`src/rtl/count_monitor_pkg.sv`:
```
// Shared types for the count monitor: event encoding, monitor FSM states and
// the event record that is queued towards the debug/status consumer.
// No logic lives here; the enums fix the software-visible encodings.
package count_monitor_pkg;

    // Width of the data field carried in an event record.
    localparam int EVT_DATA_W = 4;

    // Encoding visible to software on EVT_TYPE.
    typedef enum logic [1:0] {
        EVT_MATCH   = 2'd0,
        EVT_WRAP    = 2'd1,
        EVT_RESTART = 2'd2,
        EVT_JUMP    = 2'd3
    } evt_type_e;

    // Monitor FSM: PRIME exists so the first sample after enable only seeds prev.
    typedef enum logic [1:0] {
        ST_IDLE  = 2'd0,
        ST_PRIME = 2'd1,
        ST_TRACK = 2'd2
    } mon_state_e;

    // One queued event: what happened and the count value seen when it happened.
    typedef struct packed {
        evt_type_e               typ;
        logic [EVT_DATA_W-1:0]   data;
    } evt_rec_t;

endpackage

```
`src/rtl/count_monitor_evt_fifo.sv`:
```
// Small first-word-fall-through FIFO with occupancy output and sync clear.
// Latency: a push at edge N is visible on dat_o/vld_o right after edge N when empty.
// Backpressure: push is refused when full unless a pop happens the same cycle.
module evt_fifo #(
    parameter int DEPTH = 4,
    parameter int DW    = 6
) (
    input  logic                       clk_i,
    input  logic                       rst_i,
    input  logic                       clr_i,
    input  logic                       push_i,
    input  logic [DW-1:0]              dat_i,
    input  logic                       pop_i,
    output logic                       vld_o,
    output logic [DW-1:0]              dat_o,
    output logic                       full_o,
    output logic [$clog2(DEPTH):0]     level_o
);

    localparam int AW = $clog2(DEPTH);
    localparam logic [AW:0] FULL_CNT = (AW+1)'(DEPTH);
    localparam logic [AW:0] ONE_CNT  = (AW+1)'(1);
    localparam logic [AW-1:0] ONE_PTR = AW'(1);

    logic [DW-1:0] mem_q [DEPTH];
    logic [AW-1:0] wr_ptr_q, wr_ptr_d;
    logic [AW-1:0] rd_ptr_q, rd_ptr_d;
    logic [AW:0]   cnt_q, cnt_d;
    logic          empty;
    logic          do_pop;
    logic          do_push;

    assign empty   = (cnt_q == '0);
    assign full_o  = (cnt_q == FULL_CNT);
    // A full FIFO still accepts a push when the head leaves in the same cycle.
    assign do_pop  = pop_i && !empty;
    assign do_push = push_i && (!full_o || do_pop);

    assign vld_o   = !empty;
    assign dat_o   = empty ? '0 : mem_q[rd_ptr_q];
    assign level_o = cnt_q;

    // Pointer and occupancy next-state; clear empties the queue outright.
    always_comb begin
        wr_ptr_d = wr_ptr_q;
        rd_ptr_d = rd_ptr_q;
        cnt_d    = cnt_q;
        if (clr_i) begin
            wr_ptr_d = '0;
            rd_ptr_d = '0;
            cnt_d    = '0;
        end else begin
            if (do_push) wr_ptr_d = wr_ptr_q + ONE_PTR;
            if (do_pop)  rd_ptr_d = rd_ptr_q + ONE_PTR;
            case ({do_push, do_pop})
                2'b10:   cnt_d = cnt_q + ONE_CNT;
                2'b01:   cnt_d = cnt_q - ONE_CNT;
                default: cnt_d = cnt_q;
            endcase
        end
    end

    // Pointer and occupancy registers.
    always_ff @(posedge clk_i or posedge rst_i) begin
        if (rst_i) begin
            wr_ptr_q <= '0;
            rd_ptr_q <= '0;
            cnt_q    <= '0;
        end else begin
            wr_ptr_q <= wr_ptr_d;
            rd_ptr_q <= rd_ptr_d;
            cnt_q    <= cnt_d;
        end
    end

    // Storage needs no reset: entries are only read while counted as occupied.
    always_ff @(posedge clk_i) begin
        if (do_push && !clr_i) begin
            mem_q[wr_ptr_q] <= dat_i;
        end
    end

endmodule

```
`src/rtl/count_monitor.sv`:
```
// Watches a free-running up-counter, classifies each step and queues events.
// Latency: sample at edge N is classified and written to the event FIFO at edge N.
// Backpressure: consumer stalls via EVT_READY; events arriving while full are dropped (OVF).
module count_monitor
    import count_monitor_pkg::*;
#(
    parameter int WIDTH  = EVT_DATA_W,
    parameter int DEPTH  = 4,
    parameter int WCNT_W = 8
) (
    input  logic                     CLK,
    input  logic                     RESET,
    input  logic                     EN,
    input  logic                     CLR,
    input  logic [WIDTH-1:0]         Q_IN,
    input  logic [WIDTH-1:0]         MATCH_VAL,
    input  logic                     EVT_READY,
    output logic                     EVT_VALID,
    output logic [1:0]               EVT_TYPE,
    output logic [WIDTH-1:0]         EVT_DATA,
    output logic [WCNT_W-1:0]        WRAP_CNT,
    output logic                     ERR,
    output logic                     OVF,
    output logic [$clog2(DEPTH):0]   LEVEL
);

    localparam logic [WIDTH-1:0] STEP_ONE = WIDTH'(1);

    mon_state_e         state_q, state_d;
    logic               prime_act;
    logic               track_act;

    logic [WIDTH-1:0]   prev_q, prev_d;
    logic [WCNT_W-1:0]  wcnt_q, wcnt_d;
    logic               err_q, err_d;
    logic               ovf_q, ovf_d;

    logic [WIDTH-1:0]   step;
    logic               is_hold;
    logic               is_one;
    logic               q_zero;
    logic               is_wrap;
    logic               is_restart;
    logic               is_jump;
    logic               is_match;
    logic               evt_vld;
    evt_rec_t           evt_rec;
    evt_rec_t           head_rec;
    logic               push;
    logic               pop;
    logic               fifo_full;

    // FSM state register.
    always_ff @(posedge CLK or posedge RESET) begin
        if (RESET) state_q <= ST_IDLE;
        else       state_q <= state_d;
    end

    // FSM next state: dropping EN always returns to IDLE so re-enable re-primes.
    always_comb begin
        state_d = state_q;
        if (!EN) begin
            state_d = ST_IDLE;
        end else begin
            case (state_q)
                ST_IDLE:  state_d = ST_PRIME;
                ST_PRIME: state_d = ST_TRACK;
                ST_TRACK: state_d = ST_TRACK;
                default:  state_d = ST_IDLE;
            endcase
        end
    end

    // FSM outputs: which kind of sampling this edge performs.
    always_comb begin
        prime_act = EN && (state_q == ST_PRIME);
        track_act = EN && (state_q == ST_TRACK);
    end

    // Step classification against the previous sample, then priority select.
    always_comb begin
        step       = Q_IN - prev_q;
        is_hold    = (step == '0);
        is_one     = (step == STEP_ONE);
        q_zero     = (Q_IN == '0);
        is_wrap    = is_one && q_zero && (prev_q == '1);
        is_restart = q_zero && !is_hold && !is_one;
        is_jump    = !q_zero && !is_hold && !is_one;
        is_match   = (Q_IN == MATCH_VAL) && !is_hold;

        evt_vld      = track_act && (is_jump || is_wrap || is_restart || is_match);
        evt_rec.data = EVT_DATA_W'(Q_IN);
        if (is_jump)         evt_rec.typ = EVT_JUMP;
        else if (is_wrap)    evt_rec.typ = EVT_WRAP;
        else if (is_restart) evt_rec.typ = EVT_RESTART;
        else                 evt_rec.typ = EVT_MATCH;
    end

    assign push = evt_vld && !CLR;
    assign pop  = EVT_VALID && EVT_READY;

    // Previous-sample, wrap counter and sticky flag next-state.
    always_comb begin
        prev_d = prev_q;
        wcnt_d = wcnt_q;
        err_d  = err_q;
        ovf_d  = ovf_q;
        if (prime_act || track_act) prev_d = Q_IN;
        if (CLR) begin
            wcnt_d = '0;
            err_d  = 1'b0;
            ovf_d  = 1'b0;
        end else begin
            if (track_act && is_wrap && (wcnt_q != '1)) wcnt_d = wcnt_q + WCNT_W'(1);
            if (track_act && is_jump) err_d = 1'b1;
            if (push && fifo_full && !pop) ovf_d = 1'b1;
        end
    end

    // Monitor state registers.
    always_ff @(posedge CLK or posedge RESET) begin
        if (RESET) begin
            prev_q <= '0;
            wcnt_q <= '0;
            err_q  <= 1'b0;
            ovf_q  <= 1'b0;
        end else begin
            prev_q <= prev_d;
            wcnt_q <= wcnt_d;
            err_q  <= err_d;
            ovf_q  <= ovf_d;
        end
    end

    evt_fifo #(
        .DEPTH (DEPTH),
        .DW    ($bits(evt_rec_t))
    ) u_fifo (
        .clk_i   (CLK),
        .rst_i   (RESET),
        .clr_i   (CLR),
        .push_i  (push),
        .dat_i   (evt_rec),
        .pop_i   (pop),
        .vld_o   (EVT_VALID),
        .dat_o   (head_rec),
        .full_o  (fifo_full),
        .level_o (LEVEL)
    );

    assign EVT_TYPE = head_rec.typ;
    assign EVT_DATA = WIDTH'(head_rec.data);
    assign WRAP_CNT = wcnt_q;
    assign ERR      = err_q;
    assign OVF      = ovf_q;

endmodule

```
`config.mk`:
```
export PLATFORM = sky130hd
export DESIGN_NAME = count_monitor
export DESIGN_NICKNAME = d
export VERILOG_FILES = /design/src/rtl/count_monitor_pkg.sv /design/src/rtl/count_monitor_evt_fifo.sv /design/src/rtl/count_monitor.sv
export SDC_FILE = /design/constraint.sdc
export NUM_CORES = 1
export LEC_CHECK = 0
export ABC_AREA = 0
export CAP_MARGIN = 20
export CORE_MARGIN = 8
export CORE_UTILIZATION = 28
export CTS_CLUSTER_DIAMETER = 50
export DETAILED_ROUTE_END_ITERATION = 10
export HOLD_SLACK_MARGIN = 0.06
export PLACE_DENSITY_LB_ADDON = 0.2
export SYNTH_ARGS = -nofsm -noshare
export SYNTH_HDL_FRONTEND = slang
export SYNTH_SLANG_ARGS = --single-unit
export TNS_END_PERCENT = 20
```
`constraint.sdc`:
```
create_clock -name CLK -period 2.8 [get_ports CLK]
set_input_delay 0.84 -clock CLK [delete_from_list [all_inputs] [get_ports CLK]]
set_output_delay 0.84 -clock CLK [all_outputs]
set_load 0.02 [all_outputs]
```
* Word-level counts from Yosys, hierarchy flattened *
Memory sizes are Yosys's and may differ from the RTL's.
Index checks and enable logic that the tools add are counted.

word-level totals
  latch bits = 0
  output and inout port bits = 20
  memories = 1
  register bits after elaboration = 23
  bits in read-only memories = 0
  input port bits = 13
  bits in writable memories = 24
  word-level logic and storage cells = 87

memories
  memory        words  width  read ports  clocked after memory_dff  wr ports  RTL line                      RTL
  u_fifo.mem_q  4      6      1           0                         1         count_monitor_evt_fifo.sv:25  logic [DW-1:0] mem_q [DEPTH];

operators by class
  reductions and logical operators = 43
  bitwise operators = 0
  add/sub/neg operators = 6
  eq/ne operators = 9
  order comparisons = 0
  shift operators = 0
  div/mod/pow operators = 0
  mux-type cells = 20
  $mul = 0

operators by type and width
  operator             count
  $logic_and 1x1->1    20
  $mux 2               8
  $mux 8               2
  $reduce_bool 2->1    5
  $add 8x1->8 const B  1
  $logic_not 4->1      2
  $ne 8x8->1 const B   1
  $logic_not 1->1      7
  $mux 1               6
  $mux 6               1
  $pmux 3 s2           1
  $logic_or 1x1->1     5
  $add 2x1->2 const B  2
  $eq 2x1->1 const B   2
  $eq 2x2->1 const B   2
  $eq 4x1->1 const B   1
  $eq 4x4->1           1
  $eq 4x4->1 const B   1
  $pmux 2 s2           1
  $sub 4x4->4          1
  $add 3x1->3 const B  1
  $eq 3x3->1 const B   1
  $logic_not 3->1      1
  $mux 3               1
  other kinds (4)      4

* Depth between registers and ports, before layout *
  word-level depth = 14
  mapped depth = 14
  gate-level depth less buffers = 14

* Hierarchy *
From an unflattened synthesis, not the netlist that was laid out.

second synthesis, totals
  cell total of the unflattened synthesis = 209
  area, all modules = 2526.2 um^2

by module, submodules not included
  module         seq. area each (um^2)  times used  area each (um^2)  cells an instance
  evt_fifo       895.9                  1           1483.9            103
  count_monitor  400.4                  1           1042.2            106

* Least setup slack after synthesis *
Ideal clock, no wire load.

  path kind = input port to flip-flop
  from = in Q_IN[0]
  to = reg u_fifo.cnt_q[2], in the netlist u_fifo.level_o[2]
  buffers on the path = 0
  path slack = -0.455 ns
  data arrival time = 3.174 ns
  stages = 13
  setup time = 0.082 ns
  data required time = 2.718 ns
  cells stage by stage = inv_1 ha_1 inv_1 fa_1 xor2_1 nor2_1 o21ai_1 o21ai_4 nand3_1 fa_1 o21bai_1 a21o_2 a31oi_1

between the ends
  word-level cells in the longest chain between the ends = 14
  elaborated cells between the ends (all ways) = 26
  those cells by class = add/sub: 1; eq/ne: 4; mux: 2; reduce/logical: 19

ends and longest elaborated chain
  what                                             RTL line                                                       RTL
  start: declaration                               count_monitor.sv:15                                            input logic [WIDTH-1:0] Q_IN,
  $sub 4x4->4                                      count_monitor.sv:82                                            step = Q_IN - prev_q;
  $logic_not 4->1                                  count_monitor.sv:83                                            is_hold = (step == '0);
  $logic_not 1->1                                  count_monitor.sv:87, count_monitor.sv:88, count_monitor.sv:89
  $logic_and 1x1->1 (2 in a row)                   count_monitor.sv:88                                            is_jump = !q_zero && !is_hold && !is_one;
  $logic_or 1x1->1 (2 in a row)                    count_monitor.sv:91                                            evt_vld = track_act && (is_jump || is_wrap || is_restart || is_match);
  $logic_or 1x1->1 *                               count_monitor.sv:91
  $logic_and 1x1->1 *                              count_monitor.sv:91
  $logic_and 1x1->1 *                              count_monitor.sv:99                                            assign push = evt_vld && !CLR;
  $logic_and 1x1->1 *                              count_monitor_evt_fifo.sv:37                                   assign do_push = push_i && (!full_o || do_pop);
  $eq 2x1->1 / $eq 2x2->1 (equally long branches)  count_monitor_evt_fifo.sv:55                                   case ({do_push, do_pop})
  $pmux 3 s2                                       count_monitor_evt_fifo.sv:55
  $mux 3                                           count_monitor_evt_fifo.sv:48                                   if (clr_i) begin
  end signal: assignment                           count_monitor_evt_fifo.sv:72                                   cnt_q <= cnt_d;
  end: declaration                                 count_monitor_evt_fifo.sv:28                                   logic [AW:0] cnt_q, cnt_d;

Every way passes the cells marked *; elsewhere a longest branch is shown, timed or not.
A chain may end at the register's enable or synchronous reset.

* Worst setup path in the final report *
Ends and elaborated chain as after synthesis.

==> results.md <==
- DR vias: 1628
- Mapped Nets: 221
- Max stage delay on crit path: 0.37 ns
- Fin crit share: 1.01
- Worst Path Max Fanout: 3
- Final Hold Fails: 0
- Worst path arrival time: 3.04 ns
- Cts hold-fix bufs: 0
- Post-synthesis register bit count: 47
- CP Class: input pin to register
- CTS Buffer Depth: 2
- DR WL/cell: around 14 µm
- Most Crowded Layer GR: met2
- Final setup TNS: -0.0160 ns
- Status: finished, violations left
- Die span in x: between 100 and 150 µm
- Core area: between 8000 and 9000 µm²
- Post-Place Setup Slack: -0.873 ns
- Post-synthesis cell area: approximately 2400 µm²
- Port bufs: 32
- Top delay family on crit path: adder cells
- Peak VDD IR: 0.267 mV
- Overall Global Routing Usage: 0.0946
- M3 GR Usage: 0.0225
- Leakage: between 1 and 1.5 nW
- Sequential element share of the synthesized area: 0.537
- Antenna violations before repair: 0
- H-tree Lvls: 2
- RSZ-0062 raised after global routing: yes
- Post-layout minimum cycle time: 2.82 ns
- Power Total: 0.00217 W
- # diodes: 0
- Final setup margin: -0.0160 ns
- First-pass GRT wire length: 8860 µm
- Count of cell types in the netlist: 43
- Fillers: 807
- Avg Inst Size Synth: approximately 12 µm²
- Layout cell share with drive strength beyond 1: 0.304
- Violated checks: setup timing
- GPL Wtd Cong: 0.752
- Cell count after synthesis: just under 200
- Area growth syn-to-layout: 36.5%
- CTS tree: yes
- Syn. warnings: 0
- Die H: 109 µm
- Clk slew on worst S/H paths: 0.09 ns
- Pwr dens: 658 nW/µm²
- DPL Wire Length: around 3800 µm
- DRC Markers: 0
- Final Util: 0.386
- Clk_skew: 0.00662 ns
- WHS: 0.535 ns
- Critical path capture point type: register
- Achievable Freq: 355 MHz
- Bufs and invs on worst path: 3
- Crit path max-delay cell type: fa_2
- M2 GR Usage: 0.165
- Fin. max-slew vios: 0
- Slew headroom: 0.566
- Worst skew pair latency: around 0.30 ns
- Layout net count: approximately 280
- Post-Route WL: 5220 µm
- CTS root buf: clkbuf_8
- Drt pass-1 iters: 3
- Synth area leader: edfxtp_1
- Synth top area share: 0.298
- Grt ovf: 0
- Critical path required time: just over 3 ns
- Setup Viol. Count Final: 1
- Largest net degree at the start of global routing: 24
- Die ar.: 11900 µm²
- Initial drt markers: 114
- Max_cap viols: 0
- M1 GR Usage: 0.113
- # rows: 34
- Synth top area cells: edfxtp_1 (30%), dfrtp_1 (24%), ha_1 (5.7%)
- Critical Path Source Type: input pin
- # clock sinks: 47
- Remaining antenna violation count after routing: 0
- Starting Density: 0.283
- CTS Buf Count: 5
- Hold Path Class: register to register
- Worst Max-Slew Pin Slew: 0.645 ns
- Vias per cell: 4.46
- IO Count: 33
- Vias in the first global route: 1795
- Worst path cell trace: buf_12 > inv_12 > ha_4 > inv_2 > fa_2 > xor2_2 > nor2_4 > o21ai_4 > o21ai_4 > nand3_2 > fa_2 > o21bai_1 > a21o_2 > a31oi_1
==> metrics by stage <==
step	instances	cell area, µm²
floorplan	195	2460
global placement	354	3090
detailed placement	354	3090
CTS	366	3290
global route	365	3300
finish	365	3300
==> timing repair <==
action,4_1_cts,5_1_grt
resized for setup,32,9
buffers inserted,4,0
pin swaps,8,9
endpoints found under the setup margin,47,28
cloned,0,0
==> tightest hold or removal path, cell delays in order, from the launching register on <==
cell and delay, ns:
dfrtp_1 0.38, a21oi_1 0.05, nor2_1 0.07
==> report_power, final <==
part / leakage (nW) / internal [W] / switching, W
combinational: 0.689 / 0.000409 / 0.000405
clock: 0.0548 / 0.000269 / 0.000240
sequential: 0.524 / 0.000802 / 0.0000443
total: 1.27 / 0.00148 / 0.000689
==> cells in the mapped netlist <==
master and number:
a21oi_1 5, ha_1 11, dfrtp_1 23, mux2i_1 4, xnor2_1 7, edfxtp_1 24, nor3_1 4, buf_2 1
nand2b_1 1, clkbuf_1 3, nand2_1 10, a21oi_2 1, o21ai_0 5, o21a_1 1, o31ai_1 1, o2111ai_1 1
nor2b_1 1, buf_4 1, nor4_2 1, or3_1 3, and2_1 12, o21bai_1 1, nor4_1 2, xor2_1 6
fa_1 2, nand3_1 7, or4_4 2, a21o_2 1, o21ai_1 1, mux2_1 2, nand3b_1 1, o21ai_4 1
o2111ai_2 1, or2b_2 1, mux2_2 3, nor2_1 18, inv_1 15, o22ai_1 1, mux4_2 6, o311a_1 1
o31ai_4 1, and3_2 1, a31oi_1 1
==> cell type report <==
type,count,area [µm²],share of cell area
well taps,108,135,0.0410
multi-input cells,128,1150,0.348
inverters,15,68.8,0.0209
clock buffers,5,68.8,0.0209
clock inverters,3,46.3,0.0140
repair buffers,59,534,0.162
flip-flops and latches,47,1300,0.393
==> layout by cell type (no fill, tap or decap), drive strengths merged, types with 3 or more instances in the layout <==
cell type / netlist / final
mux2i: 4 / 4
and2: 12 / 12
a21oi: 6 / 6
dfrtp: 23 / 23
mux4: 6 / 6
buf: 2 / 28
edfxtp: 24 / 24
xnor2: 7 / 7
inv: 15 / 16
nor4: 3 / 3
ha: 11 / 11
nand3: 7 / 7
nor3: 4 / 4
clkdlybuf4s50: 0 / 22
dlygate4sd2: 0 / 7
mux2: 5 / 5
nor2: 18 / 18
o21ai: 7 / 7
xor2: 6 / 6
or3: 3 / 3
nand2: 10 / 10
clkbuf: 3 / 7
==> path summary, 6_finish.rpt <==
kind / start / end / slack, ns / cells past startpoint
setup / recovery: Q_IN[0] / u_fifo.level_o[2]$_DFFE_PP0P_ / -0.02 / 14
hold / removal: ERR$_DFFE_PP0P_ / ERR$_DFFE_PP0P_ / 0.53 / 2
setup reg to reg: prev_q[0]$_DFFE_PP0P_ / u_fifo.level_o[2]$_DFFE_PP0P_ / 0.25 / 12
hold reg to reg: ERR$_DFFE_PP0P_ / ERR$_DFFE_PP0P_ / 0.53 / 2
max in group asynchronous: RESET / u_fifo.rd_ptr_q[0]$_DFFE_PP0P_ / 1.67 / 3
min in group asynchronous: RESET / state_q[1]$_DFF_PP0_ / 0.88 / 3
==> sequential cells by signal, summed over array words and instances (netlist names) <==
signal / flops
prev_q: 4
u_fifo.rd_ptr_q: 2
state_q: 2
OVF: 1
u_fifo.mem_q: 24
ERR: 1
u_fifo.level_o: 3
u_fifo.wr_ptr_q: 2
WRAP_CNT: 8
==> layer usage <==
metal | up-vias | routed length [µm]
met4 | 0 | 44
met2 | 24 | 2630
met1 | 793 | 2360
met3 | 4 | 187
li1 | 807 | -
met5 | - | 0
==> kinds of logic after synthesis <==
| kind of cell | Yosys count | synth area share |
|---|---|---|
| AO/OA/AOI/OAI | 23 | 0.0741 |
| AND/OR/NAND/NOR | 64 | 0.140 |
| buffers and inverters | 20 | 0.0331 |
| flip-flops | 47 | 0.537 |
| XOR/XNOR | 13 | 0.0471 |
| multiplexers | 15 | 0.0958 |
| adder cells (fa/ha/maj) | 13 | 0.0735 |
Note: power is estimated with default switching activity, not from simulation.
==> RTL change (same flow settings) <==
`DEPTH` is set to 4 in 2 places; all go to 8.
--- a/src/rtl/count_monitor_evt_fifo.sv
+++ b/src/rtl/count_monitor_evt_fifo.sv
@@ -4,3 +4,3 @@
 module evt_fifo #(
-    parameter int DEPTH = 4,
+    parameter int DEPTH = 8,
     parameter int DW    = 6
--- a/src/rtl/count_monitor.sv
+++ b/src/rtl/count_monitor.sv
@@ -7,3 +7,3 @@
     parameter int WIDTH  = EVT_DATA_W,
-    parameter int DEPTH  = 4,
+    parameter int DEPTH  = 8,
     parameter int WCNT_W = 8
Ports: changed (resized LEVEL); port bits go from 33 to 34. No check against the original RTL was run, so the function may have changed too.
==> RTL change against the unedited design <==
The run still ends with negative setup slack left. Sequential cell count grew 27. Worst setup slack lost 0.40 ns. Non-clock buffer count grew 28. Clock power grew 130%. Global-route usage grew 0.90 points. Cell area grew 53%. Total power grew 76%. Wire length grew 51%. Area after synthesis grew 46%. Largest power group unchanged.
==> RTL change: results (changes against the unedited design) <==
stage;metric;value;unit;change
setup_path;delay-heaviest family, CP;compound AO/OA/AOI/OAI gates;;was adder cells
synthesis;number of enable flip-flop cells after synthesis;48;;was 24
timing;Tightest Pin Transition;0.703;ns;was 0.645 ns
placement;DPL Wire Length;5490;µm;was 3760 µm
routing;Iteration-0 DRC Markers;107;;was 114
synthesis;syn_nets;273;;was 221
layout;Layout Nets;363;;was 282
synthesis;Seq/Total Area, Yosys;59.5;%;was 53.7%
setup_path;FF-to-FF path depth;16;;was 12
setup_path;Critical Path End;u_fifo.level_o[3]$_DFFE_PP0P_;;was u_fifo.level_o[2]$_DFFE_PP0P_
global_routing;largest net degree at the start of global routing;27;;was 24
timing;Final WS setup;-0.414;ns;was -0.0160 ns
run_status;status;finished, violations left;;unchanged
layout;number of fillers in the final layout;1163;;was 807
setup_path;RR Endpoint;u_fifo.level_o[3]$_DFFE_PP0P_;;was u_fifo.level_o[2]$_DFFE_PP0P_
cts;Worst-Skew Late Latency;0.33;ns;was 0.30 ns
global_routing;Tot GR Track Use;10.4;%;was 9.46%
pwr;Combinational Power Share;34.3;%;was 37.5%
synthesis;Adder-Cell Fraction of Synth Area;5.05;%;was 7.35%
synthesis;mux contribution to synthesized area;13.3;%;was 9.58%
run_status;failing checks;negative setup slack;;unchanged
timing;Setup Viol. Count Final;35;;was 1
placement;IO Port Bufs;33;;was 32
routing;Routed WL per cell;15.3;µm;was 14.3 µm
synthesis;top cell type's share of synthesized area;41.0;%;was 29.8%
timing;Final Skew;0.00418;ns;was 0.00662 ns
timing;Setup TNS;-3.13;ns;was -0.0160 ns
pwr;P_sw;0.00117;W;was 0.000689 W
global_routing;vias in the first global route;2312;;was 1,795
global_routing;first-pass GRT wire length;12800;µm;was 8860 µm
[RTL change: cell count changes after synthesis, moves of 5 or more]
cell	change
edfxtp_1	+24
inv_1	-7
mux2i_1	+7
nor2_1	+7
and2_1	-6
mux4_2	+6
nand2b_1	+5
[RTL change: metrics by stage]
step / area [µm²] / instances / total power [W] / hold slack [ns] / setup WS (ns)
3_3_place_gp: 4500 / 488 / 0.00255 / 0.527 / -1.25
5_1_grt: 5040 / 514 / 0.00403 / 0.584 / -0.592
2_1_floorplan: 3600 / 247 / 0.00206 / 0.495 / -0.676
3_5_place_dp: 4500 / 488 / 0.00256 / 0.510 / -1.30
6_report: 5040 / 514 / 0.00383 / 0.524 / -0.414
4_1_cts: 4950 / 511 / 0.00382 / 0.530 / -0.530
[RTL change: tightest hold or removal path, cell delays in order (launching register included)]
cell and delay (ns):
dfrtp_1 0.36, a21oi_1 0.05, nor2_1 0.08
[RTL change: routing by layer]
| metal | global-route usage (%) | up-vias | wire length [µm] |
|---|---|---|---|
| li1 | - | 1087 | - |
| met4 | 4.41 | 0 | 124 |
| met1 | 12.9 | 1101 | 3560 |
| met2 | 16.7 | 35 | 3840 |
| met3 | 2.66 | 7 | 333 |
| met5 | 0 | - | 0 |
[RTL change: final cells by class]
class	instances	area share, %
clock buffer	9	4.47
clock inverter	7	1.61
inverter	10	1.14
multi-input combinational	155	30.6
sequential	74	41.5
tap	172	4.27
timing repair buffer	87	16.4
[RTL change: repair_timing]
action / CTS / global route
gates resized for setup: 41 / 29
endpoints found under the setup margin: 75 / 47
hold buffers: 0 / 0
pin swaps: 12 / 19
gates cloned: 0 / 0
buffers inserted: 9 / 7
